### src/rtl/uart_tx_arbiter_if.sv
// Handshake bundle between the four byte requesters, the transmit arbiter and
// the UART transmitter. The master view belongs to the arbiter.
interface uart_tx_arbiter_if;
    logic [3:0]  req;
    logic [31:0] data_in;
    logic [3:0]  ack;
    logic        tx_start;
    logic [7:0]  tx_data;
    logic        tx_busy;
    logic [1:0]  active_ch;
    logic        busy;
    logic        timeout;

    modport master (
        input  req, data_in, tx_busy,
        output ack, tx_start, tx_data, active_ch, busy, timeout
    );

    modport slave (
        output req, data_in, tx_busy,
        input  ack, tx_start, tx_data, active_ch, busy, timeout
    );
endinterface

### src/rtl/uart_tx_arbiter.sv
// Round-robin scheduler sharing one UART transmitter among four requesters.
// Each grant sends an optional channel-ID header byte followed by the payload.
module uart_tx_arbiter #(
    parameter bit          HEADER_EN     = 1'b1,
    parameter logic [7:0]  HDR_BASE      = 8'hA0,
    parameter int unsigned START_TIMEOUT = 16
) (
    input  logic               clk,
    input  logic               reset,
    uart_tx_arbiter_if.master  bus
);

    typedef enum logic [1:0] {
        ST_IDLE    = 2'd0,
        ST_WAIT_HI = 2'd1,
        ST_WAIT_LO = 2'd2
    } state_t;

    localparam logic [15:0] TIMEOUT_C = 16'(START_TIMEOUT);

    state_t      state_r;
    logic        ph_r;
    logic [1:0]  last_r;
    logic [15:0] cnt_r;
    logic [7:0]  payload_r;
    logic [3:0]  ack_r;
    logic        tx_start_r;
    logic [7:0]  tx_data_r;
    logic [1:0]  active_ch_r;
    logic        busy_r;
    logic        timeout_r;

    logic [1:0]  grant_ch_s;
    logic [7:0]  grant_byte_s;
    logic [7:0]  hdr_byte_s;

    // Search last+1, last+2, last+3, last; the lowest offset that is requesting wins.
    function automatic logic [1:0] rr_pick(input logic [3:0] req, input logic [1:0] last);
        logic [1:0] pick;
        logic [1:0] idx;
        pick = last;
        for (int k = 4; k >= 1; k--) begin
            idx = last + 2'(k);
            if (req[idx]) begin
                pick = idx;
            end
        end
        return pick;
    endfunction

    assign grant_ch_s   = rr_pick(bus.req, last_r);
    assign grant_byte_s = bus.data_in[{grant_ch_s, 3'b000} +: 8];
    assign hdr_byte_s   = HDR_BASE | {6'b000000, grant_ch_s};

    assign bus.ack       = ack_r;
    assign bus.tx_start  = tx_start_r;
    assign bus.tx_data   = tx_data_r;
    assign bus.active_ch = active_ch_r;
    assign bus.busy      = busy_r;
    assign bus.timeout   = timeout_r;

    // Frame sequencer: grant, header/payload start pulses and start watchdog.
    always_ff @(posedge clk) begin
        if (reset) begin
            state_r     <= ST_IDLE;
            ph_r        <= 1'b0;
            last_r      <= 2'd3;
            cnt_r       <= 16'd0;
            payload_r   <= 8'd0;
            ack_r       <= 4'b0000;
            tx_start_r  <= 1'b0;
            tx_data_r   <= 8'd0;
            active_ch_r <= 2'd0;
            busy_r      <= 1'b0;
            timeout_r   <= 1'b0;
        end else begin
            ack_r      <= 4'b0000;
            tx_start_r <= 1'b0;
            timeout_r  <= 1'b0;
            case (state_r)
                ST_IDLE: begin
                    if ((bus.req != 4'b0000) && !bus.tx_busy) begin
                        payload_r   <= grant_byte_s;
                        ack_r       <= 4'b0001 << grant_ch_s;
                        active_ch_r <= grant_ch_s;
                        last_r      <= grant_ch_s;
                        tx_start_r  <= 1'b1;
                        if (HEADER_EN) begin
                            tx_data_r <= hdr_byte_s;
                            ph_r      <= 1'b0;
                        end else begin
                            tx_data_r <= grant_byte_s;
                            ph_r      <= 1'b1;
                        end
                        cnt_r   <= 16'd0;
                        state_r <= ST_WAIT_HI;
                        busy_r  <= 1'b1;
                    end
                end
                ST_WAIT_HI: begin
                    // A busy rise on the expiry edge still counts as a successful start.
                    if (bus.tx_busy) begin
                        state_r <= ST_WAIT_LO;
                    end else if (cnt_r == TIMEOUT_C) begin
                        timeout_r <= 1'b1;
                        state_r   <= ST_IDLE;
                        busy_r    <= 1'b0;
                    end else begin
                        cnt_r <= cnt_r + 16'd1;
                    end
                end
                ST_WAIT_LO: begin
                    if (!bus.tx_busy) begin
                        if (!ph_r) begin
                            tx_start_r <= 1'b1;
                            tx_data_r  <= payload_r;
                            ph_r       <= 1'b1;
                            cnt_r      <= 16'd0;
                            state_r    <= ST_WAIT_HI;
                        end else begin
                            state_r <= ST_IDLE;
                            busy_r  <= 1'b0;
                        end
                    end
                end
                default: begin
                    state_r <= ST_IDLE;
                    busy_r  <= 1'b0;
                end
            endcase
        end
    end

endmodule

### src/flat_wrapper.sv
// flat-port wrapper written by rule: the top's interface ports become plain ports
module uart_tx_arbiter_flat 
#(
    parameter bit          HEADER_EN     = 1'b1,
    parameter logic [7:0]  HDR_BASE      = 8'hA0,
    parameter int unsigned START_TIMEOUT = 16
)
  (clk, reset, bus_req, bus_data_in, bus_tx_busy, bus_ack, bus_tx_start, bus_tx_data, bus_active_ch, bus_busy, bus_timeout);
  uart_tx_arbiter_if bus_i ();
  input  logic clk;
  input  logic reset;
  input wire logic [$bits(bus_i.req)-1:0] bus_req;
  input wire logic [$bits(bus_i.data_in)-1:0] bus_data_in;
  input wire logic [$bits(bus_i.tx_busy)-1:0] bus_tx_busy;
  output wire logic [$bits(bus_i.ack)-1:0] bus_ack;
  output wire logic [$bits(bus_i.tx_start)-1:0] bus_tx_start;
  output wire logic [$bits(bus_i.tx_data)-1:0] bus_tx_data;
  output wire logic [$bits(bus_i.active_ch)-1:0] bus_active_ch;
  output wire logic [$bits(bus_i.busy)-1:0] bus_busy;
  output wire logic [$bits(bus_i.timeout)-1:0] bus_timeout;
  assign bus_i.req = bus_req;
  assign bus_i.data_in = bus_data_in;
  assign bus_i.tx_busy = bus_tx_busy;
  assign bus_ack = bus_i.ack;
  assign bus_tx_start = bus_i.tx_start;
  assign bus_tx_data = bus_i.tx_data;
  assign bus_active_ch = bus_i.active_ch;
  assign bus_busy = bus_i.busy;
  assign bus_timeout = bus_i.timeout;
  uart_tx_arbiter #(.HEADER_EN(HEADER_EN), .HDR_BASE(HDR_BASE), .START_TIMEOUT(START_TIMEOUT)) u_core (.clk(clk), .reset(reset), .bus(bus_i));
endmodule
### config.mk
export PLATFORM = sky130hd
export DESIGN_NAME = uart_tx_arbiter_flat
export DESIGN_NICKNAME = d
export VERILOG_FILES = /design/src/rtl/uart_tx_arbiter_if.sv /design/src/rtl/uart_tx_arbiter.sv /design/src/flat_wrapper.sv
export SDC_FILE = /design/constraint.sdc
export NUM_CORES = 1
export LEC_CHECK = 0
export BUFFER_PORTS_ARGS = -buffer_cell sky130_fd_sc_hd__buf_2
export CORE_MARGIN = 2
export CORE_UTILIZATION = 55
export CTS_CLUSTER_SIZE = 30
export DETAILED_ROUTE_END_ITERATION = 12
export GPL_TIMING_DRIVEN = 0
export PLACE_DENSITY = 0.82
export REMOVE_ABC_BUFFERS = 1
export SLEW_MARGIN = 20
export SYNTH_ARGS = -nofsm -noshare
export SYNTH_HDL_FRONTEND = slang
export SYNTH_SLANG_ARGS = --single-unit
### constraint.sdc
create_clock -name clk -period 3.8 [get_ports clk]
set_input_delay 0.19 -clock clk [delete_from_list [all_inputs] [get_ports clk]]
set_output_delay 0.19 -clock clk [all_outputs]
set_load 0.02 [all_outputs]
==> summary.md <==
| Metric | Value |
|---|---|
| Status | `finished, final reports clean` |
| Setup TNS | `0 ps` |
| Hold wc startpoint | `bus_data_in[20]` |
| Fraction of power spent switching nets | `27.6%` |
| #FFs+latches synth | `46` |
| Crit-path slowest cell | `a31oi_1` |
| Root buffer cell | `clkbuf_8` |
| Worst skew pair latency | `310 ps` |
| CTS Hold Bufs | `0` |
| Sw power | `279 uW` |
| Row Count | `23` |
| Post-Syn Area | `2240 sq um` |
| Max Clock Skew | `9.01 ps` |
| Layout area overhead | `16.5%` |
| Setup violators final | `0` |
| P_int | `729 uW` |
| Worst Hold Class | `in -> reg` |
| Mux cell area share after synthesis | `8.04%` |
| Die area | `4600 sq um` |
| DRT Pass-1 Iters | `4` |
| Setup Fix Bufs, Post-CTS | `0` |
| Crit path depth | `7` |
| Setup crit start kind | `register` |
| Die X | `67.8 microns` |
| WHS Endpoint | `u_core.payload_r[4]` |
| Static leakage | `1.11 nW` |
| Final setup margin | `1450 ps` |
| Ys async rst share | `0%` |
| XOR/XNOR share of the synthesized area | `2.35%` |
| Worst hold path depth | `3` |
| Ant diodes | `0` |
| Fillers | `351` |
| Total CTS buffers | `5` |
| Total Routing Usage GR | `22.0%` |
| Syn Inst Count | `251` |
| Crit share post-route | `62.0%` |
| First-pass GRT wire length | `7.66 mm` |
| Buffers on Ports | `55` |
| Avg Vias per Cell | `5.68` |
| Routed Antenna Nets | `0` |
| Reg2reg start | `u_core.cnt_r[0]` |
| Compound-gate portion of the synthesized area | `18.3%` |
| H-tree depth | `2` |
| Initial core utilization | `56.4%` |
| Flop-to-flop setup slack | `1450 ps` |
| R2R cell count | `7` |
| Dpl ws | `1470 ps` |
| Final net count | `341` |
| CP Buf/Inv Count | `1` |
| I/O Pins | `56` |
| Unrepaired setup endpoints after global routing | `no` |
| Final worst path period need | `2350 ps` |
| Layout cells sized above 1 | `23.3%` |
| Crit-path cells | `inv_1 -> ha_1 -> nor4b_1 -> nand4_1 -> a31oi_1 -> nor3_1 -> o211a_1` |
| Slew headroom | `34.9%` |
| RR Endpoint | `u_core.cnt_r[6]` |
| Element type at the critical path end | `register` |
| Final Hold Viols | `0` |
| Clock Sinks | `46` |
| Die Span Y | `67.8 microns` |
| Initial antenna violation count | `0` |
| Area share of the largest cell type after synthesis | `41.1%` |
| WS Path Type | `reg -> reg` |
| Clock Path Buffers | `2` |
| CTS tree | `done` |
| WP data required | `4010 ps` |
| Clock-pin slew on the worst setup and hold paths | `80 ps` |
| Ys Warns | `0` |
| Fmax | `425 MHz` |
| Crit path max fanout | `12` |
| Max VDD drop | `0.000208 V` |
| CTS resizes | `0` |
| Post-synthesis cell type count | `45` |
| Worst slew pin tran | `972 ps` |
| Logic pwr share | `17.3%` |
| Critical path arrival | `2560 ps` |
| Simple-gate area share of the yosys netlist | `25.0%` |
| Max incr delay on CP | `810 ps` |
| DP Cell Count | `343` |
| Max-slew violation count | `0` |
| Yosys top cell by area | `dfxtp_1` |
| Pwr dens | `386 nW/um^2` |
| Main combinational cell family by area after synthesis | `simple AND/OR/NAND/NOR gates` |
| DP Wirelength | `3.29 mm` |
| RD Place Congestion | `0.785` |
| Synth Area in Adders | `1.12%` |
| Via count | `1995` |
| Gr ovfl total | `0` |
| Fin cells | `351` |
| Part of the power in registers | `52.1%` |
| Number of global-route vias before repair | `1733` |
| Detailed Route WL | `4.64 mm` |
| Top post-synthesis cells by area | `dfxtp_1 41%, mux2i_1 8.0%, nor2_1 4.4%` |
| Starting DRT DRC Count | `133` |
| Max cap viols | `0` |
| Crit-path leading delay family | `compound AO/OA/AOI/OAI gates` |
| Clock power share | `30.6%` |
| Register area share after synthesis | `41.1%` |
| Mapped Avg Cell Area | `8.93 sq um` |
| Drt wl/cell | `13.2 microns` |
| Largest net degree at the start of global routing | `33` |
| Post-synth EDFFs | `0` |
| Dominant synthesized flop cell | `dfxtp_1` |
| Core area | `3970 sq um` |
| DRC Markers | `0` |
==> logic make-up after synthesis <==
logic type,Yosys count
buffers and inverters,22
AND/OR/NAND/NOR,102
XOR/XNOR,6
AO/OA/AOI/OAI,55
adder cells (fa/ha/maj),2
flip-flops,46
multiplexers,18
==> worst min-delay path, stage by stage <==
cell,delay [ps]
buf_2,70
mux2i_1,50
o221ai_1,130
==> metal layers <==
| layer | vias to the layer above | GRT usage [%] | share of wire [%] |
|---|---|---|---|
| met4 | 0 | 9.75 | 1.3 |
| met1 | 917 | 29.0 | 46 |
| met3 | 8 | 4.44 | 6.1 |
| met5 | - | 0 | 0 |
| li1 | 1025 | - | - |
| met2 | 45 | 35.2 | 46 |
==> worst max path at each step <==
stage / start / end
global placement: u_core.cnt_r[0] / u_core.cnt_r[1]
finish: u_core.cnt_r[0] / u_core.cnt_r[6]
detailed placement: u_core.cnt_r[0] / u_core.cnt_r[6]
CTS: u_core.cnt_r[0] / u_core.cnt_r[6]
floorplan: u_core.cnt_r[0] / u_core.cnt_r[1]
global route: u_core.cnt_r[0] / u_core.cnt_r[1]
==> cells in the mapped netlist, types with 2 or more instances <==
master / instances
dfxtp_1: 46
nor4_1: 7
o221ai_1: 8
nand3_1: 6
xnor2_1: 6
nand2_1: 11
or4_1: 2
nand3b_1: 8
o31ai_1: 2
a22oi_1: 5
ha_1: 2
nor3_1: 11
o21ai_1: 3
nand2b_1: 5
nand4_1: 3
or3_1: 11
inv_1: 9
o21ai_0: 9
nor4b_1: 2
mux2i_1: 18
buf_2: 5
and3_1: 2
and3b_1: 2
a211o_1: 3
o211a_1: 2
clkbuf_1: 7
nor2_1: 26
a21oi_1: 13
==> per-stage QoR <==
step	cell area [sq um]	utilization [%]	hold WS [ps]	total power [mW]
after floorplan	2180	-	259	0.650
after global placement	2520	63.5	448	0.708
after detailed placement	2520	63.5	445	0.712
after CTS	2610	65.8	174	1.01
after global routing	2610	65.8	205	1.05
final	2610	65.8	167	1.01
==> power by group through the flow <==
stage / Sequential (mW) / Clock (mW) / Combinational (mW)
4_1_cts: 0.525 / 0.311 / 0.176
3_3_place_gp: 0.536 / 0 / 0.172
2_1_floorplan: 0.546 / 0 / 0.104
3_5_place_dp: 0.537 / 0 / 0.175
5_1_grt: 0.529 / 0.327 / 0.194
6_report: 0.526 / 0.308 / 0.174
==> layout make-up <==
type	count	area, sq um	share of cell area [%]
multi-input combinational	183	1230	47.0
clock inverter	1	5.00	0.192
clock buffer	7	86.3	3.31
inverter	9	33.8	1.29
sequential	46	921	35.3
tap	50	62.6	2.40
timing repair buffer	55	275	10.5
==> registers in the layout (all words and copies together) (netlist names) <==
signal	count
u_core.bus.ack	4
u_core.bus.active_ch	2
u_core.bus.busy	1
u_core.bus.timeout	1
u_core.bus.tx_data	8
u_core.bus.tx_start	1
u_core.cnt_r	16
u_core.last_r	2
u_core.payload_r	8
u_core.ph_r	1
u_core.state_r	2
==> placed cells by master, fill, tap and decap left out, types with 2 or more instances in the layout <==
cell type	instances
nor2_1	26
clkbuf_8	6
and3_1	2
inv_1	9
nand4_1	3
a211o_1	3
nor4b_1	2
buf_2	55
nor3_1	11
nand2b_1	5
nor4_1	7
a21oi_1	13
mux2i_1	18
nand3b_1	8
nand3_1	6
o31ai_1	2
or4_1	2
a22oi_1	5
and3b_1	2
or3_1	11
o21ai_0	9
nand2_1	11
o21ai_1	3
dfxtp_1	46
o221ai_1	8
o211a_1	2
xnor2_1	6
ha_1	2
Note: power is estimated with default switching activity, not from simulation.
